$ cat config.mk
export PLATFORM = sky130hd
export DESIGN_NAME = uart_led_cmd_ctrl
export DESIGN_NICKNAME = d
export VERILOG_FILES = /design/src/rtl/uart_led_pkg.sv /design/src/rtl/led_blink_gen.sv /design/src/rtl/uart_led_cmd_ctrl.sv
export SDC_FILE = /design/constraint.sdc
export NUM_CORES = 1
export LEC_CHECK = 0
export ABC_AREA = 0
export CAP_MARGIN = 20
export CORE_MARGIN = 1.5
export CORE_UTILIZATION = 25
export DETAILED_ROUTE_END_ITERATION = 12
export PLACE_DENSITY = 0.44
export SLEW_MARGIN = 20
export SYNTH_ARGS = -nofsm -noshare
export SYNTH_HDL_FRONTEND = slang
export SYNTH_SLANG_ARGS = --single-unit
$ cat constraint.sdc
create_clock -name clk -period 2.3 [get_ports clk]
set_input_delay 0.69 -clock clk [delete_from_list [all_inputs] [get_ports clk]]
set_output_delay 0.69 -clock clk [all_outputs]
set_load 0.03 [all_outputs]
$ cat src/rtl/uart_led_pkg.sv
// Shared constants and types for the UART LED command controller.
package uart_led_pkg;

   localparam logic [7:0] HDR_BYTE  = 8'hA5;
   localparam logic [7:0] CMD_SET   = 8'h01;
   localparam logic [7:0] CMD_XOR   = 8'h02;
   localparam logic [7:0] CMD_BLINK = 8'h03;
   localparam logic [7:0] CMD_CLEAR = 8'h04;

   typedef enum logic [1:0] {
      IDLE    = 2'd0,
      GET_CMD = 2'd1,
      GET_ARG = 2'd2,
      GET_CHK = 2'd3
   } state_t;

   function automatic logic is_known_cmd(input logic [7:0] c);
      return (c == CMD_SET) || (c == CMD_XOR) || (c == CMD_BLINK) || (c == CMD_CLEAR);
   endfunction

endpackage

$ cat src/rtl/led_blink_gen.sv
// Free-running blink phase: toggles every BLINK_DIV clock cycles.
module led_blink_gen #(
   parameter int BLINK_DIV = 12500000
) (
   input  logic clk,
   input  logic rst,
   output logic blink_phase
);

   localparam int CW = (BLINK_DIV > 1) ? $clog2(BLINK_DIV) : 1;

   logic [CW-1:0] cnt;

   always_ff @(posedge clk) begin
      if (rst) begin
         cnt         <= '0;
         blink_phase <= 1'b0;
      end else if (cnt == CW'(BLINK_DIV - 1)) begin
         cnt         <= '0;
         blink_phase <= ~blink_phase;
      end else begin
         cnt <= cnt + 1'b1;
      end
   end

endmodule

$ cat src/rtl/uart_led_cmd_ctrl.sv
// Parses 4-byte UART frames (A5, CMD, ARG, CMD^ARG) and drives a blinking 6-bit LED bank.
// Handshake: a byte is consumed on every clk edge with rx_valid=1 (no backpressure); rx_frame_err qualifies that byte.
module uart_led_cmd_ctrl
   import uart_led_pkg::*;
#(
   parameter int TIMEOUT_CYCLES = 520800,
   parameter int BLINK_DIV      = 12500000,
   parameter int LED_W          = 6
) (
   input  logic             clk,
   input  logic             rst,
   input  logic             rx_valid,
   input  logic [7:0]       rx_data,
   input  logic             rx_frame_err,
   output logic [LED_W-1:0] led,
   output logic             busy,
   output logic             cmd_ok,
   output logic             cmd_err,
   output logic [7:0]       err_count,
   output logic [1:0]       fsm_state
);

   localparam int TW = (TIMEOUT_CYCLES > 1) ? $clog2(TIMEOUT_CYCLES) : 1;

   state_t           state;
   logic [TW-1:0]    to_cnt;
   logic [7:0]       cmd;
   logic [7:0]       arg;
   logic [LED_W-1:0] led_reg;
   logic [LED_W-1:0] blink_mask;
   logic             blink_phase;

   logic clean, timeout, chk_clean, exec, drop;

   // Timeout fires on the edge where the idle count would reach TIMEOUT_CYCLES-1; a byte on that edge wins.
   assign clean     = rx_valid & ~rx_frame_err;
   assign timeout   = (state != IDLE) & ~rx_valid & (to_cnt == TW'(TIMEOUT_CYCLES - 2));
   assign chk_clean = (state == GET_CHK) & clean;
   assign exec      = chk_clean & (rx_data == (cmd ^ arg)) & is_known_cmd(cmd);
   assign drop      = ((state != IDLE) & rx_valid & rx_frame_err) | timeout | (chk_clean & ~exec);

   always_ff @(posedge clk) begin
      if (rst) begin
         state      <= IDLE;
         to_cnt     <= '0;
         cmd        <= '0;
         arg        <= '0;
         led_reg    <= '0;
         blink_mask <= '0;
         cmd_ok     <= 1'b0;
         cmd_err    <= 1'b0;
         err_count  <= '0;
      end else begin
         cmd_ok  <= exec;
         cmd_err <= drop;
         if (drop && err_count != 8'hFF)
            err_count <= err_count + 8'd1;

         if (state == IDLE || rx_valid || timeout)
            to_cnt <= '0;
         else
            to_cnt <= to_cnt + 1'b1;

         unique case (state)
            IDLE:    if (clean && rx_data == HDR_BYTE) state <= GET_CMD;
            GET_CMD: if (rx_valid) begin
                        if (rx_frame_err) state <= IDLE;
                        else begin
                           cmd   <= rx_data;
                           state <= GET_ARG;
                        end
                     end
            GET_ARG: if (rx_valid) begin
                        if (rx_frame_err) state <= IDLE;
                        else begin
                           arg   <= rx_data;
                           state <= GET_CHK;
                        end
                     end
            GET_CHK: if (rx_valid) state <= IDLE;
            default: state <= IDLE;
         endcase
         if (timeout)
            state <= IDLE;

         if (exec) begin
            case (cmd)
               CMD_SET: begin
                  led_reg    <= arg[LED_W-1:0];
                  blink_mask <= '0;
               end
               CMD_XOR:   led_reg    <= led_reg ^ arg[LED_W-1:0];
               CMD_BLINK: blink_mask <= arg[LED_W-1:0];
               CMD_CLEAR: begin
                  led_reg    <= '0;
                  blink_mask <= '0;
               end
               default: ;
            endcase
         end
      end
   end

   led_blink_gen #(.BLINK_DIV(BLINK_DIV)) u_blink (
      .clk         (clk),
      .rst         (rst),
      .blink_phase (blink_phase)
   );

   assign led       = led_reg ^ (blink_mask & {LED_W{blink_phase}});
   assign busy      = (state != IDLE);
   assign fsm_state = state;

endmodule

Word-level counts from Yosys, hierarchy flattened --
Cells that the tools add are included.
Word-level totals: register bits after elaboration 84
Cells by class: $add $sub $neg 3, equal/unequal tests 16, muxes and demuxes 9, bitwise logic cells 19, reduce and logical (&&, ||, !) cells 20
Operators by type and width (count):
- $add A24 B1 Y24 const B | 1
- $eq A24 B24 Y1 const B | 1
- $add A19 B1 Y19 const B | 1
- $eq A19 B19 Y1 const B | 1
- $pmux W6 S3 | 1
- $eq A8 B2 Y1 const B | 2
- $mux W2 | 6
- $pmux W6 S2 | 1
- $xor A6 B6 Y6 | 2
- $and A1 B1 Y1 | 9
- $add A8 B1 Y8 const B | 1
- $eq A8 B1 Y1 const B | 1
- $eq A8 B3 Y1 const B | 1
- $eq A8 B8 Y1 | 1
- $eq A8 B8 Y1 const B | 1
- $ne A8 B8 Y1 const B | 1
- $pmux W2 S4 | 1
- $reduce_or A2 Y1 | 4
- $xor A8 B8 Y8 | 1
- $and A6 B6 Y6 | 1
- $ne A2 B2 Y1 const B | 3
- $reduce_and A3 Y1 | 2
- $logic_or A1 B1 Y1 | 5
- $eq A2 B2 Y1 const B | 2
- 10 further kinds | 17

Logic depth before layout (Yosys ltp) --
Gate-level depths: netlist of the first run.
word-level depth 9, gate-level depth with buffers 8

Hierarchy --
A second synthesis of the first run with hierarchy kept.
Unflattened totals: cells, all modules 479, area total of the unflattened synthesis 4150.2 um^2
By module, submodules not included:
- uart_led_cmd_ctrl | instances 1, cells each 345, area an instance 2986.6 um^2, seq. area each 1181.1 um^2
- led_blink_gen | instances 1, cells each 134, area an instance 1163.6 um^2, seq. area each 500.5 um^2

Worst setup path before layout of the first run --
Ideal clock, no wire load.
path type input-to-reg, from input rx_frame_err, to register err_count[0], library setup time 0.121 ns, arrival time 2.062 ns, data required time 2.179 ns, path slack 0.117 ns, stages 5, buffers on the path 0, cells stage by stage and4b_1 o2111ai_1 o31ai_4 a21oi_1 mux2_2
On the way: cells in the longest elaborated chain, start to end 9
RTL lines:
- start: declaration | line uart_led_cmd_ctrl.sv:14 | input logic rx_frame_err,
- $not A1 Y1 (no source line)
- $and A1 B1 Y1 | line uart_led_cmd_ctrl.sv:36 | assign clean = rx_valid & ~rx_frame_err;
- $and A1 B1 Y1 | line uart_led_cmd_ctrl.sv:38 | assign chk_clean = (state == GET_CHK) & clean;
- $and A1 B1 Y1 (2 in series) | line uart_led_cmd_ctrl.sv:39 | assign exec = chk_clean & (rx_data == (cmd ^ arg)) & is_known_cmd(cmd);
- $not A1 Y1 | line uart_led_cmd_ctrl.sv:40 | assign drop = ((state != IDLE) & rx_valid & rx_frame_err) | timeout | (chk_clean & ~exec);
- $and A1 B1 Y1 | line uart_led_cmd_ctrl.sv:40
- $or A1 B1 Y1 * | line uart_led_cmd_ctrl.sv:40
- $logic_and A1 B1 Y1 * | line uart_led_cmd_ctrl.sv:56 | if (drop && err_count != 8'hFF)
- end signal: assignment | line uart_led_cmd_ctrl.sv:57 | err_count <= err_count + 8'd1;
- end: declaration | line uart_led_cmd_ctrl.sv:19 | output logic [7:0] err_count,
Mark *: on every way between the ends. The rest lies on a longest branch, timed or not. A chain may end at the register's enable or synchronous reset.

Final worst setup path of the first run --
from input rx_data[2], to register err_count[5]
On the way: cells in the longest elaborated chain, start to end 7
RTL lines:
- start: declaration | line uart_led_cmd_ctrl.sv:13 | input logic [7:0] rx_data,
- $eq A8 B8 Y1 | line uart_led_cmd_ctrl.sv:39
- $and A1 B1 Y1 (2 in series) | line uart_led_cmd_ctrl.sv:39
- $not A1 Y1 | line uart_led_cmd_ctrl.sv:40
- $and A1 B1 Y1 | line uart_led_cmd_ctrl.sv:40
- $or A1 B1 Y1 | line uart_led_cmd_ctrl.sv:40
- $logic_and A1 B1 Y1 | line uart_led_cmd_ctrl.sv:56
No other way between the ends.

==> results of run 1 <==
cells in the final DEF (no fill, tap or decap), types with 4 or more instances in the layout:
cell,netlist,layout
a21oi_1,25,24
clkdlybuf4s50_1,0,18
xor2_1,19,19
nand2_1,54,54
dlygate4sd2_1,0,4
mux2i_1,9,9
mux2_2,4,4
nor2_1,78,78
nor4_1,6,6
nor3_1,9,9
nand4_1,16,16
dlymetal6s2s_1,0,5
o21ai_0,21,18
and3_1,5,5
inv_1,12,12
clkbuf_16,0,9
ha_1,4,4
xnor3_1,8,8
nor2b_1,8,8
xnor2_1,26,26
nand3_1,35,35
and4_1,5,5
buf_4,0,30
dfxtp_1,84,84
power groups by stage:
stage / clock network [mW] / registers, mW / logic [mW]
3_5_place_dp: 0 / 1.50 / 0.114
2_1_floorplan: 0 / 1.50 / 0.0583
4_1_cts: 1.43 / 1.46 / 0.114
3_3_place_gp: 0 / 1.50 / 0.114
6_report: 1.36 / 1.46 / 0.107
5_1_grt: 1.50 / 1.46 / 0.117
cells by family (layout without fill, tap and decap cells):
group / after synthesis / count (layout) / share of synthesized area, %
AND/OR/NAND/NOR: 236 / 236 / 27.6
multiplexers: 13 / 13 / 3.28
XOR/XNOR: 53 / 53 / 13.9
flip-flops: 84 / 84 / 40.8
buffers and inverters: 30 / 93 / 3.77
adder cells (fa/ha/maj): 4 / 4 / 1.21
AO/OA/AOI/OAI: 62 / 62 / 9.38
path summary, 6_finish.rpt:
check                                   from                          to  slack [ns]
setup / recovery                  rx_data[2]   err_count[5]$_SDFFE_PP0P_        0.03
hold / removal    blink_mask[4]$_SDFFE_PP0P_  blink_mask[4]$_SDFFE_PP0P_        0.45
setup reg to reg         cmd[2]$_SDFFE_PP0P_  blink_mask[2]$_SDFFE_PP0P_        0.17
hold reg to reg   blink_mask[4]$_SDFFE_PP0P_  blink_mask[4]$_SDFFE_PP0P_        0.45
cell usage after synthesis (all sizes together) (11+ instances only):
library cell,count,area share [%]
dfxtp,84,41
nor2,78,7.1
nand2,54,4.9
nand3,35,4.3
xnor2,26,5.5
a21oi,25,3.0
o21ai,21,2.6
xor2,19,4.0
nand4,16,2.4
inv,12,1.1
clkbuf,11,1.0
metrics by stage:
stage | power [mW] | instance area, µm² | setup slack [ns]
global route | 3.08 | 5200 | -0.0234
detailed placement | 1.61 | 4850 | -0.418
global placement | 1.61 | 4850 | -0.383
finish | 2.93 | 5200 | 0.0293
CTS | 3.01 | 5120 | -0.0611
floorplan | 1.55 | 4120 | 0.117
worst register-to-register path, cell delays in order, from the launching register on:
cell	delay (ns)
dfxtp_1	0.52
nor3b_1	0.43
o2111ai_4	0.18
buf_6	0.19
a2111oi_4	0.37
buf_4	0.21
nand3_1	0.08
o21ai_0	0.08
metal layers:
| metal | global-route usage (%) | vias up |
|---|---|---|
| met5 | 0 | - |
| met4 | 3.46 | 0 |
| met3 | 4.32 | 6 |
| met2 | 18.3 | 47 |
| met1 | 15.8 | 1632 |
| li1 | - | 1790 |
timing repair:
item	CTS	global route
buffers inserted	0	2
resized for setup	7	23
hold buffers	0	0
endpoints found under the setup margin	11	20
pin swaps	0	10
gates cloned	0	1
final cells by class:
cell class              instances  area [µm²]  share of cell area, %
multi-input cells             368        2330                   44.8
flip-flops and latches         84        1680                   32.3
repair buffers                 65         599                   11.5
well taps                     216         270                   5.19
clock buffers                  11         243                   4.66
inverters                      12        45.0                  0.865
clock inverters                 5        36.3                  0.697
==> qor.txt, run 1 <==
Status -> finished, final reports clean
Final Slew Violations -> 0
Area Overhead vs Synth -> 26.3%
Initial core utilization -> 25.8%
CTS clk-pin slew, worst paths -> 0.06 ns
Worst path max stage delay -> 0.50 ns
Crit path max fanout -> 8
# setup viols final -> 0
Synth warn -> 0
Reg power frac -> 49.9%
Gate power share -> 3.7%
TNS Setup -> 0 ns
Worst slew margin -> 54.8%
Ports -> 31
Worst R2R Path Depth -> 7
Die area -> 17,300 µm²
Synth async-reset ratio -> 0%
Antenna violations before repair -> 0
Synthesized area -> 4120 µm²
Vias/cell -> 4.57
Final min period -> 2.27 ns
Most flop-heavy register -> u_blink.cnt
Root Buffer -> clkbuf_16
Syn Nets -> 498
Total gr overflow -> 0
Die span in y -> 131 µm
Max layer used -> met4
M1 WL -> 4830 µm
Share of cells above drive strength 1 -> 12.7%
Yosys reg bits -> 84
Launching element type of the critical path -> input port
P per Cell Area -> 563 nW/µm²
TritonRoute pass-1 iters -> 4
Leakage -> 1.82 nW
Routed Antenna Nets -> 0
Top FF cell, synth -> dfxtp_1
Clock share of power -> 46.4%
Fin Clk Skew -> 0.00812 ns
Iteration-0 DRC Markers -> 192
Largest net degree at the start of global routing -> 25
Crit path kind -> in -> reg
Synth cell types -> 50
Critical Path End Type -> flop
P_int -> 2.28 mW
Worst path slowest cell -> clkdlybuf4s50_1
Mapped Cells -> 482
First-pass GRT wire length -> 16,900 µm
Placed cell count -> 742
Switch share -> 22.4%
Number of flip-flops in the largest register -> 24
Wire length on met2 -> 4340 µm
Layout Nets -> 556
WP data required -> 2.52 ns
Syn avg cell area -> 8.55 µm²
TritonCTS buffer count -> 9
Worst path top cell family by delay -> buffers and inverters
Post-synth EDFFs -> 0
H-tree depth -> 3
Core Region -> 16,000 µm²
Metal3 WL -> 504 µm
Hold Path Class -> reg -> reg
WP depth -> 8
DRC -> 0
Min-Delay Path Depth -> 2
Maximum vdd drop -> 0.351 mV
CTS Buffer Depth -> 2
Max Clock Freq -> 440 MHz
Worst skew pair latency -> 0.34 ns
Routed len/inst -> 12.9 µm
Sequential area share after synthesis -> 40.8%
WP data arrival -> 2.49 ns
Clock sink total -> 84
Via count -> 3,475
Fillers -> 1,733
CP Cell Sequence -> clkdlybuf4s50_1 > xnor3_1 > nand4_1 > buf_4 > o31ai_4 > buf_12 > a21oi_1 > mux2_2
Die width -> 131 µm
Period utilisation layout -> 98.7%
Placer Congestion -> 0.758
Least-Margin Pin Slew -> 0.673 ns
Switching pwr -> 0.655 mW
GRT Total Usage -> 12.0%
Max_cap viols -> 0
Hold WS -> 0.454 ns
Final Hold Fails -> 0
Non-Filler Instances -> 761
Vias in the first global route -> 3,321
Ant. Diodes -> 0
WP buf/inv -> 3
Final core occ -> 32.5%
CTS tree -> built
Biggest regs -> u_blink.cnt x24, to_cnt x19
Num rows -> 46
HPWL after DPL -> 7090 µm
Routed Wire Length -> 9780 µm
Port bufs -> 30
No activity file was read; power rests on OpenSTA's default activity.
==> inputs of run 2 (changes only) <==
--- a/config.mk
+++ b/config.mk
@@ -10,7 +10,7 @@
 export CORE_MARGIN = 1.5
 export CORE_UTILIZATION = 25
 export DETAILED_ROUTE_END_ITERATION = 12
-export PLACE_DENSITY = 0.44
+export PLACE_DENSITY = 0.43
 export SLEW_MARGIN = 20
 export SYNTH_ARGS = -nofsm -noshare
 export SYNTH_HDL_FRONTEND = slang
==> constraint.sdc (replaced) <==
create_clock -name clk -period 2.5 [get_ports clk]
set_input_delay 0.75 -clock clk [delete_from_list [all_inputs] [get_ports clk]]
set_output_delay 0.75 -clock clk [all_outputs]
set_load 0.03 [all_outputs]
==> run 2 against run 1 <==
Effect of this change:
- power grew 1.5%
- global-route usage decreased by 0.23 points
- flip-flop and latch count did not move
- final cell count shrank 0.13%
- critical path depth fell by 2
- clock-buffer cell count fell by 1
- hold slack improved by 0.0013 ns
- combinational power is essentially flat
- clock power grew 12%
- sequential share of layout area shrank 0.13 points
- cell area is 0.41% higher
- critical endpoint is now err_count[3]$_SDFFE_PP0P_
==> qor.txt, run 2 (synthesis results as in run 1) <==
Most flop-heavy register -> u_blink.cnt
Maximum vdd drop -> 0.313 mV
Die width -> 131 µm
Worst skew pair latency -> 0.34 ns
Hold_buf cts -> 0
Area Overhead vs Synth -> 26.8%
Total gr overflow -> 0
Worst slew margin -> 55.5%
Hold Path Class -> reg -> reg
Routed Wire Length -> 9830 µm
Least-Margin Pin Slew -> 0.662 ns
Die span in y -> 131 µm
DRC -> 0
Worst path slowest cell -> clkdlybuf4s50_1
Crit path kind -> in -> reg
Core Region -> 16,000 µm²
Overall power -> 2.98 mW
Final min period -> 2.42 ns
Launching element type of the critical path -> input port
TritonCTS buffer count -> 9
Number of flip-flops in the largest register -> 24
TNS Setup -> 0 ns
Worst path top cell family by delay -> compound AO/OA/AOI/OAI gates
Final Slew Violations -> 0
Leakage -> 1.83 nW
Largest net degree at the start of global routing -> 25
WP buf/inv -> 1
Max_cap viols -> 0
Root Buffer -> clkbuf_16
HPWL after DPL -> 7200 µm
Die area -> 17,300 µm²
Most common library cell in the layout ignoring fill and taps -> dfxtp_1
CTS clk-pin slew, worst paths -> 0.06 ns
Max Clock Freq -> 413 MHz
GRT Total Usage -> 11.7%
Routed Antenna Nets -> 0
WP data arrival -> 2.65 ns
Non-Filler Instances -> 760
Antenna violations before repair -> 0
WP data required -> 2.73 ns
Fillers -> 1,732
Biggest regs -> u_blink.cnt x24, to_cnt x19
H-tree depth -> 3
Dpl ws -> -0.302 ns
Post-route setup slack -> 0.0806 ns
CTS Buffer Depth -> 2
Ant. Diodes -> 0
Crit path max fanout -> 8
Placed cell count -> 740
Vias/cell -> 4.51
Final Hold Fails -> 0
Ports -> 31
Initial core utilization -> 25.8%
Share of cells above drive strength 1 -> 11.9%
Worst path max stage delay -> 0.47 ns
TritonRoute pass-1 iters -> 4
Layout Nets -> 555
P per Cell Area -> 570 nW/µm²
# setup viols final -> 0
Iteration-0 DRC Markers -> 126
Port bufs -> 30
Num rows -> 46
Placer Congestion -> 0.783
Most frequent cells in the layout -> 84 x dfxtp_1, 78 x nor2_1, 54 x nand2_1
Via count -> 3,428
Vias in the first global route -> 3,249
Clock sink total -> 84
CTS tree -> built
Routed len/inst -> 12.9 µm
Status -> finished, final reports clean
Fin Clk Skew -> 0.00796 ns
CP Cell Sequence -> clkdlybuf4s50_1 > xnor3_1 > nand4_1 > o31ai_4 > a21boi_0 > mux2_2
Critical Path End Type -> flop
First-pass GRT wire length -> 16,100 µm
Period utilisation layout -> 96.8%
==> run 2: metal layers <==
| layer | vias up | GRT usage, % | wire length, µm |
|---|---|---|---|
| met3 | 11 | 3.78 | 444 |
| met2 | 39 | 18.2 | 4460 |
| met5 | - | 0 | 0 |
| li1 | 1791 | - | - |
| met4 | 0 | 5.19 | 165 |
| met1 | 1587 | 14.9 | 4770 |
==> run 2: repair_timing <==
item / 4_1_cts / 5_1_grt
pin swaps: 0 / 4
buffers inserted: 0 / 3
cloned: 0 / 1
hold endpoints to repair: 0 / 0
gates resized for setup: 6 / 9
endpoints found under the setup margin: 6 / 9
==> run 2: worst reg2reg max path: stages, from the launching register on <==
cell and delay (ns):
dfxtp_1 0.34, nor4_2 0.49, o2111ai_2 0.25, buf_4 0.22
a2111oi_4 0.39, buf_4 0.22, nand3_2 0.08, o21ai_1 0.10
==> run 2: power by group <==
group,internal [mW],switching [mW],leakage (nW)
sequential,1.34,0.00412,0.677
combinational,0.0561,0.0506,0.995
clock,0.976,0.547,0.155
total,2.37,0.602,1.83
==> run 2: worst paths after layout <==
check                                  start                         end  slack [ns]  cells past startpoint
hold / removal    blink_mask[4]$_SDFFE_PP0P_  blink_mask[4]$_SDFFE_PP0P_        0.45                      2
setup / recovery                  rx_data[2]   err_count[3]$_SDFFE_PP0P_        0.08                      6
hold reg to reg   blink_mask[4]$_SDFFE_PP0P_  blink_mask[4]$_SDFFE_PP0P_        0.45                      2
setup reg to reg         cmd[3]$_SDFFE_PP0P_  blink_mask[3]$_SDFFE_PP0P_        0.34                      7
==> run 2: per-stage QoR <==
step | hold WS, ns | util [%] | instance area (µm²)
2_1_floorplan | 0.430 | - | 4120
3_3_place_gp | 0.449 | 30.2 | 4830
3_5_place_dp | 0.454 | 30.2 | 4830
4_1_cts | 0.463 | 32.3 | 5160
5_1_grt | 0.481 | 32.7 | 5230
6_report | 0.455 | 32.7 | 5230
==> run 2: area by class of cell <==
class | count | area [µm²] | area share [%]
clock inverters | 6 | 113 | 2.15
repair buffers | 64 | 576 | 11.0
well taps | 216 | 270 | 5.17
inverters | 12 | 45.0 | 0.862
flip-flops and latches | 84 | 1680 | 32.2
clock buffers | 10 | 229 | 4.38
multi-input cells | 368 | 2310 | 44.2
==> inputs of run 3 (changes only) <==
--- a/config.mk
+++ b/config.mk
@@ -10,6 +10,7 @@
 export CORE_MARGIN = 1.5
 export CORE_UTILIZATION = 25
 export DETAILED_ROUTE_END_ITERATION = 12
+export GPL_TIMING_DRIVEN = 0
 export PLACE_DENSITY = 0.43
 export SLEW_MARGIN = 20
 export SYNTH_ARGS = -nofsm -noshare
==> run 3 against run 2 <==
Effect of this change:
- power down 5.7%
- worst setup slack improved by 0.0037 ns
- via count down 0.35%
- critical endpoint is now busy
- maximum frequency rose by 0.15%
- cell area down 1.9%
- clock-buffer cell count increased by 2
- routed wire length fell by 0.50%
- clock power fell by 9.9%
- first-iteration DRC count rose by 95%
- highest routed layer unchanged
==> qor.txt, run 3 (synthesis results as in run 1) <==
Root Buffer -> clkbuf_16
Layout Nets -> 547
P_int -> 2.21 mW
Largest net degree at the start of global routing -> 14
Num rows -> 46
First-pass GRT wire length -> 16,400 µm
RSZ-0062 raised after global routing -> false
Iteration-0 DRC Markers -> 246
DRC -> 0
Ports -> 31
Die span in y -> 131 µm
Core Region -> 16,000 µm²
TritonCTS buffer count -> 9
Die area -> 17,300 µm²
Most frequent cells in the layout -> 84 x dfxtp_1, 78 x nor2_1, 54 x nand2_1
Maximum vdd drop -> 0.315 mV
P per Cell Area -> 548 nW/µm²
Least-Margin Pin Slew -> 0.785 ns
Antenna violations before repair -> 0
R2R Path Start -> u_blink.cnt[9]$_SDFF_PP0_
Biggest regs -> u_blink.cnt x24, to_cnt x19
Number of flip-flops in the largest register -> 24
Total gr overflow -> 0
Most common library cell in the layout ignoring fill and taps -> dfxtp_1
Switching pwr -> 0.595 mW
HPWL after DPL -> 7200 µm
Routed Antenna Nets -> 0
Fillers -> 1,714
Max Clock Freq -> 414 MHz
Vias in the first global route -> 3,208
Final min period -> 2.42 ns
Crit path kind -> reg -> out
Placer Congestion -> 0.790
Launching element type of the critical path -> flop
Worst path slowest cell -> clkdlybuf4s50_1
Status -> finished, final reports clean
Clock share of power -> 48.7%
Clock sink total -> 84
Crit path max fanout -> 8
Vias/cell -> 4.54
Max_cap viols -> 0
Worst skew pair latency -> 0.35 ns
CP Cell Sequence -> nor2_1 > inv_1 > clkdlybuf4s50_1
Start point of the critical path -> fsm_state[1]$_SDFFE_PP0P_
Share of cells above drive strength 1 -> 9.51%
Ant. Diodes -> 0
CTS clk-pin slew, worst paths -> 0.06 ns
WP buf/inv -> 2
Post-DP Area -> 4690 µm²
Gate power share -> 3.3%
Critical Path End Type -> output port
Worst slew margin -> 47.4%
Most flop-heavy register -> u_blink.cnt
Worst path top cell family by delay -> buffers and inverters
Routed Wire Length -> 9780 µm
Hold path startpoint -> blink_mask[2]$_SDFFE_PP0P_
Reg-to-reg setup timing slack -> 0.33 ns
Die width -> 131 µm
WP data required -> 1.75 ns
CTS tree -> built
CTS Buffer Depth -> 2
Leakage -> 1.77 nW
Via count -> 3,416
TritonRoute pass-1 iters -> 4
Port bufs -> 30
Hold WS -> 0.449 ns
GRT Total Usage -> 11.9%
Switch share -> 21.2%
Reg power frac -> 48.0%
Hold Path Class -> reg -> reg
Worst path max stage delay -> 0.66 ns
Hold_buf cts -> 0
Fin Clk Skew -> 0.00580 ns
Final Cell Area -> 5130 µm²
Final Hold Fails -> 0
# setup viols final -> 0
H-tree depth -> 3
Final Slew Violations -> 0
Period utilisation layout -> 96.6%
WP data arrival -> 1.67 ns
Area Overhead vs Synth -> 24.4%
Routed len/inst -> 13.0 µm
Initial core utilization -> 25.8%
## run 3: final timing paths
check                                to  cells after the start
min reg2reg  blink_mask[2]$_SDFFE_PP0P_                      2
min          blink_mask[2]$_SDFFE_PP0P_                      2
max reg2reg  u_blink.cnt[11]$_SDFF_PP0_                      7
max                                busy                      3
## run 3: power by group through the flow
stage	Combinational [mW]	Sequential (mW)	Clock [mW]
finish	0.0938	1.35	1.37
CTS	0.0975	1.35	1.41
floorplan	0.0536	1.38	0
detailed placement	0.0951	1.38	0
global route	0.103	1.35	1.46
global placement	0.0952	1.38	0
## run 3: repair_timing
| item | 4_1_cts | 5_1_grt |
|---|---|---|
| cloned | 0 | 1 |
| pin swaps | 4 | 4 |
| gates resized for setup | 14 | 17 |
| setup buffers | 5 | 2 |
| setup endpoints to repair | 21 | 45 |
## run 3: routing by layer
layer	part of all wire (%)	GRT usage (%)
met3	3.2	2.43
met5	0	0
met4	2.3	6.73
met1	51	16.0
met2	44	17.6
## run 3: layout make-up
class | instances | area (µm²) | area share, %
multi-input cells | 368 | 2340 | 45.6
flip-flops and latches | 84 | 1680 | 32.8
repair buffers | 38 | 367 | 7.15
well taps | 216 | 270 | 5.27
clock buffers | 12 | 256 | 5.00
plain buffers | 18 | 121 | 2.37
clock inverters | 4 | 47.5 | 0.928
inverters | 12 | 45.0 | 0.879
## run 3: worst min-delay path, stage by stage, from the launching register on
cell and delay (ns):
dfxtp_1 0.31, nand2_1 0.05, o21ai_1 0.05
## run 3: stage by stage
step	setup TNS, ns	util, %	cells	total power [mW]	setup WS, ns
3_3_place_gp	-14.16	29.3	728	1.47	-0.591
3_5_place_dp	-14.79	29.3	728	1.47	-0.597
6_report	0	32.0	752	2.81	0.0843
2_1_floorplan	0	-	482	1.43	0.257
5_1_grt	0	32.0	752	2.90	0.00124
4_1_cts	0	31.7	749	2.85	0.0000238
